[src/rtl/div_pkg.sv]
// div_pkg: shared state encoding and default operand width for the restoring divider
package div_pkg;
   typedef enum logic [1:0] {IDLE = 2'd0, ITER = 2'd1, DONE = 2'd2} state_t;
   localparam int DIV_W = 8;
endpackage

[src/rtl/restoring_div_seq_if.sv]
// restoring_div_seq_if: start/operand request and result/status bundle of the divider
interface restoring_div_seq_if #(parameter int N = div_pkg::DIV_W);
   logic         start;
   logic [N-1:0] dividend;
   logic [N-1:0] divisor;
   logic         busy;
   logic         done;
   logic [N-1:0] quotient;
   logic [N-1:0] remainder;
   logic         div0;
   modport master (output start, dividend, divisor, input busy, done, quotient, remainder, div0);
   modport slave (input start, dividend, divisor, output busy, done, quotient, remainder, div0);
endinterface

[src/rtl/div_aq_shift.sv]
// div_aq_shift: A/Q shift-subtract-restore register pair; A's top bit is always zero
// between iterations (A < M), so only N bits are stored and the N+1-bit width lives
// in the shifted/subtracted working values.
module div_aq_shift #(parameter int N = 8) (
   input  logic         clk,
   input  logic         rst_n,
   input  logic         load,
   input  logic         shift,
   input  logic [N-1:0] dividend,
   input  logic [N-1:0] m,
   output logic         neg,
   output logic [N-1:0] r_nxt,
   output logic [N-1:0] q_nxt
);
   logic [N-1:0] a, q;
   logic [N:0]   a_sh, t;
   // one iteration: shift {A,Q} left, trial-subtract M, restore when negative
   always_comb begin
      a_sh  = {a, q[N-1]};
      t     = a_sh - {1'b0, m};
      neg   = t[N];
      r_nxt = neg ? a_sh[N-1:0] : t[N-1:0];
      q_nxt = {q[N-2:0], ~neg};
   end
   // load operands on accepted start, otherwise advance one iteration when enabled
   always_ff @(posedge clk or negedge rst_n) begin
      if (!rst_n) begin
         a <= '0;
         q <= '0;
      end else if (load) begin
         a <= '0;
         q <= dividend;
      end else if (shift) begin
         a <= r_nxt;
         q <= q_nxt;
      end
   end
endmodule

[src/rtl/restoring_div_seq.sv]
// restoring_div_seq: iterative unsigned restoring divider sequencer; DIV_ZERO_EARLY_EN
// enables the divide-by-zero shortcut and the div0 flag.
module restoring_div_seq import div_pkg::*; #(parameter int N = DIV_W) (
   input logic               clk,
   input logic               rst_n,
   restoring_div_seq_if.slave bus
);
   localparam int CNT_W = $clog2(N + 1);
   state_t           state, state_nxt;
   logic [CNT_W-1:0] count;
   logic [N-1:0]     m, r_nxt, q_nxt;
   logic             neg, load, last, div0_early;
   assign load = state == IDLE && bus.start;
   assign last = state == ITER && count == CNT_W'(1);
`ifdef DIV_ZERO_EARLY_EN
   assign div0_early = load && bus.divisor == '0;
`else
   assign div0_early = 1'b0;
`endif
   div_aq_shift #(.N(N)) u_aq (
      .clk(clk), .rst_n(rst_n), .load(load), .shift(state == ITER),
      .dividend(bus.dividend), .m(m), .neg(neg), .r_nxt(r_nxt), .q_nxt(q_nxt)
   );
   // state register
   always_ff @(posedge clk or negedge rst_n) begin
      if (!rst_n) state <= IDLE;
      else state <= state_nxt;
   end
   // next state: zero divisor may bypass the iterations when the shortcut is built in
   always_comb begin
      state_nxt = state == IDLE ? (bus.start ? (div0_early ? DONE : ITER) : IDLE) :
                  state == ITER ? (last ? DONE : ITER) : IDLE;
   end
   // status outputs decoded from state
   always_comb begin
      bus.busy = state != IDLE;
      bus.done = state == DONE;
   end
   // iteration counter and divisor register
   always_ff @(posedge clk or negedge rst_n) begin
      if (!rst_n) begin
         count <= '0;
         m     <= '0;
      end else if (load) begin
         count <= CNT_W'(N);
         m     <= bus.divisor;
      end else if (state == ITER) begin
         count <= count - 1'b1;
      end
   end
   // results captured on entry to DONE and held until the next completion
   always_ff @(posedge clk or negedge rst_n) begin
      if (!rst_n) begin
         bus.quotient  <= '0;
         bus.remainder <= '0;
      end else if (div0_early) begin
         bus.quotient  <= '1;
         bus.remainder <= bus.dividend;
      end else if (last) begin
         bus.quotient  <= q_nxt;
         bus.remainder <= r_nxt;
      end
   end
`ifdef DIV_ZERO_EARLY_EN
   // divide-by-zero flag, refreshed on every accepted start
   always_ff @(posedge clk or negedge rst_n) begin
      if (!rst_n) bus.div0 <= 1'b0;
      else if (load) bus.div0 <= div0_early;
   end
`else
   assign bus.div0 = 1'b0;
`endif
endmodule

[src/flat_wrapper.sv]
// flat-port wrapper written by rule: the top's interface ports become plain ports
module restoring_div_seq_flat import div_pkg::*;
#(parameter int N = DIV_W)
  (clk, rst_n, bus_start, bus_dividend, bus_divisor, bus_busy, bus_done, bus_quotient, bus_remainder, bus_div0);
  restoring_div_seq_if #(.N(N)) bus_i ();
  input logic clk;
  input logic rst_n;
  input wire logic [$bits(bus_i.start)-1:0] bus_start;
  input wire logic [$bits(bus_i.dividend)-1:0] bus_dividend;
  input wire logic [$bits(bus_i.divisor)-1:0] bus_divisor;
  output wire logic [$bits(bus_i.busy)-1:0] bus_busy;
  output wire logic [$bits(bus_i.done)-1:0] bus_done;
  output wire logic [$bits(bus_i.quotient)-1:0] bus_quotient;
  output wire logic [$bits(bus_i.remainder)-1:0] bus_remainder;
  output wire logic [$bits(bus_i.div0)-1:0] bus_div0;
  assign bus_i.start = bus_start;
  assign bus_i.dividend = bus_dividend;
  assign bus_i.divisor = bus_divisor;
  assign bus_busy = bus_i.busy;
  assign bus_done = bus_i.done;
  assign bus_quotient = bus_i.quotient;
  assign bus_remainder = bus_i.remainder;
  assign bus_div0 = bus_i.div0;
  restoring_div_seq #(.N(N)) u_core (.clk(clk), .rst_n(rst_n), .bus(bus_i));
endmodule
[config.mk]
export PLATFORM = sky130hd
export DESIGN_NAME = restoring_div_seq_flat
export DESIGN_NICKNAME = d
export VERILOG_FILES = /design/src/rtl/div_pkg.sv /design/src/rtl/restoring_div_seq_if.sv /design/src/rtl/div_aq_shift.sv /design/src/rtl/restoring_div_seq.sv /design/src/flat_wrapper.sv
export SDC_FILE = /design/constraint.sdc
export NUM_CORES = 1
export LEC_CHECK = 0
export ABC_AREA = 1
export CAP_MARGIN = 30
export CORE_UTILIZATION = 50
export CTS_CLUSTER_DIAMETER = 60
export CTS_CLUSTER_SIZE = 14
export DETAILED_ROUTE_END_ITERATION = 12
export PLACE_DENSITY = 0.75
export SLEW_MARGIN = 20
export SYNTH_ARGS = -nofsm -noshare
export SYNTH_HDL_FRONTEND = slang
export SYNTH_SLANG_ARGS = --single-unit
[constraint.sdc]
create_clock -name clk -period 4.6 [get_ports clk]
set_clock_uncertainty 0.05 [all_clocks]
set_input_delay 0.92 -clock clk [delete_from_list [all_inputs] [get_ports clk]]
set_output_delay 0.92 -clock clk [all_outputs]
set_load 0.01 [all_outputs]
==> flow_summary_export.csv <==
group,metric,value,unit
grt,grt_start_max_net_pins,30,
sta,setup_viol_count_final,0,
route,vias,1901,
flow_run,cap_violations,0,
die,dieHeight,71.9,um
die,core,4720,um^2
synthesis,synthCells,296,
die,initial_core_util,0.517,
synthesis,synth_top_cell_area_share,0.471,
synthesis,ys_types,32,
die,dieArea,5170,um^2
grt,grtUsageTotal,0.196,
synthesis,synth_largest_area_cell,"dfrtp_1",
synthesis,ys_seq_elements,46,
critical_path,end_kind,"output pin",
grt,antenna_found_initial,0,
sta,post-route-period-util,0.506,
clock_tree,clk_path_buf_depth,2,
critical_path,crit_fanout,3,
worst_hold_path,hold_path.class,"reg -> reg",
finish,fin_nets,361,
clock_tree,htree_levels,2,
finish,final_core_util,0.624,
route,wl_per_cell,11.7,um
critical_path,path_class,"reg -> out",
finish,syn_to_final_growth,20.7,%
finish,drive_above_1_share,0.0693,
finish,final_area,2950,um^2
die,die_w,71.9,um
finish,final_cells,399,
clock_tree,clockRootBuffer,"clkbuf_8",
clock_tree,holdBufCountCts,0,
route,drt_iter0_markers,178,
grt,grt_pass1_vias,1709,
route,ant_nets,0,
sta,relSlewSlack,0.556,
clock_tree,cts_tree,"built",
clock_tree,clkLatencyLatePin,0.30,ns
sta,drv_slew,0,
place,gp_congestion,0.819,
synthesis,ys_seq_area_frac,0.471,
power,vdd_ir_drop_max,0.293,mV
sta,clock.fmax,0.430,GHz
synthesis,syn-mean-instance-area,8.25,um^2
place,placed_cells,391,
grt,grt_overflow_total,0,
synthesis,syn-num-nets,326,
power,power_leakage,1.49,nW
finish,antenna_cells,0,
finish,final_common_cell,"nand2_1",
synthesis,synthTopCellsByArea,"dfrtp_1, nand2_1, inv_1",
place,port_buffers,36,
finish,most-common-layout-cells,"nand2_1, dfrtp_1, inv_1",
sta,tightestPinTransition,0.664,ns
route,totalWireLength,4650,um
critical_path,crit_arrival,1.36,ns
critical_path,worstPathRequired,3.63,ns
grt,grt_first_pass_wirelength,7890,um
clock_tree,cts_inserted_buffers,5,
sta,period_minus_slack,2.33,ns
route,via_per_inst,4.76,
critical_path,start_kind,"register",
die,io_pins,38,
die,row_count,25,
clock_tree,ctsResizeCount,0,
clock_tree,cts_num_sinks,46,
route,post-route-drc-count,0,
outcome,status,"completed",
clock_tree,postCtsSetupRepairBufs,0,
place,hpwlAfterDp,3580,um
power,p_per_area,860,nW/um^2
sta,tns,0,ns
synthesis,ys_warn_count,0,
route,drtPass1Iterations,4,
clock_tree,clk_pin_slew_worst_paths,0.09,ns
synthesis,syn_area,2440,um^2
sta,rsz0062_at_grt,"no",
place,placement.cell_area,2840,um^2
finish,fillers,429,
sta,finalHoldViolCount,0,
[final timing paths]
check	startpoint	to	slack (ns)	cells past startpoint
min	u_core.bus.remainder[0]$_DFFE_PN0P_	u_core.bus.remainder[0]$_DFFE_PN0P_	0.43	2
min in group asynchronous	rst_n	u_core.m[3]$_DFFE_PN0P_	0.49	1
max reg2reg	u_core.state[1]$_DFF_PN0_	u_core.bus.quotient[5]$_DFFE_PN0P_	2.35	6
min reg2reg	u_core.bus.remainder[0]$_DFFE_PN0P_	u_core.bus.remainder[0]$_DFFE_PN0P_	0.43	2
max	u_core.state[0]$_DFF_PN0_	bus_busy	2.27	3
max in group asynchronous	rst_n	u_core.bus.remainder[3]$_DFFE_PN0P_	3.53	2
[state kept, by name (all words and copies together) (netlist names)]
name / cells
u_core.u_aq.q: 8
u_core.m: 8
u_core.count: 4
u_core.bus.quotient: 8
u_core.state: 2
u_core.u_aq.a: 8
u_core.bus.remainder: 8
[critical path, stage by stage (launching register included)]
cell and delay [ns]:
dfrtp_1 0.40, nor2_1 0.13, inv_1 0.05, clkdlybuf4s50_1 0.47
[Yosys cell counts, drive strengths merged]
cell    instances
ha             10
o22ai           2
o221ai          6
buf             6
nand3          23
o211ai          1
dfrtp          46
o21ai          17
nand2         111
xor2            1
xnor2           3
or2             1
nand3b          5
a31oi           1
nor2            9
conb            1
a22oi           1
nand4           1
clkbuf          3
fa              1
inv            43
a21oi           4
[kinds of logic after synthesis]
| family | after synthesis | share of synthesized area |
|---|---|---|
| AOI/OAI and AO/OA | 32 | 0.0830 |
| xor gates and xnor gates | 4 | 0.0143 |
| adders and majority gates | 11 | 0.0594 |
| buffers and inverters | 52 | 0.0932 |
| DFF | 46 | 0.471 |
| other | 1 | 0.00154 |
| and+or+nand+nor | 150 | 0.277 |
[power by group]
part	switching, mW	total, mW	leakage, nW	internal, mW
sequential	0.106	0.715	0.559	0.609
clock	0.139	0.302	0.0585	0.163
combinational	0.913	1.52	0.874	0.606
total	1.16	2.54	1.49	1.38
[per-stage QoR]
step	hold WS, ns	total power, mW	setup slack [ns]
after detailed placement	0.414	2.24	2.22
after floorplan	0.403	1.85	2.71
after CTS	0.437	2.55	2.26
after global placement	0.412	2.18	2.26
final	0.434	2.54	2.27
after global routing	0.458	2.78	2.03
[layout make-up]
class,count,area (um^2),share of cell area
inverter,43,161,0.0548
clock inverter,3,43.8,0.0149
timing repair buffer,37,375,0.127
multi-input combinational,198,1060,0.361
tap,67,83.8,0.0284
sequential,46,1150,0.390
clock buffer,5,68.8,0.0233
[per-layer routing]
layer,vias to the layer above,global-route usage,share of wire
met4,0,0.0675,0.012
met1,849,0.282,0.50
met2,42,0.300,0.46
met5,-,0,0
met3,5,0.0375,0.030
li1,1005,-,-
Note: power is estimated with default switching activity, not from simulation.
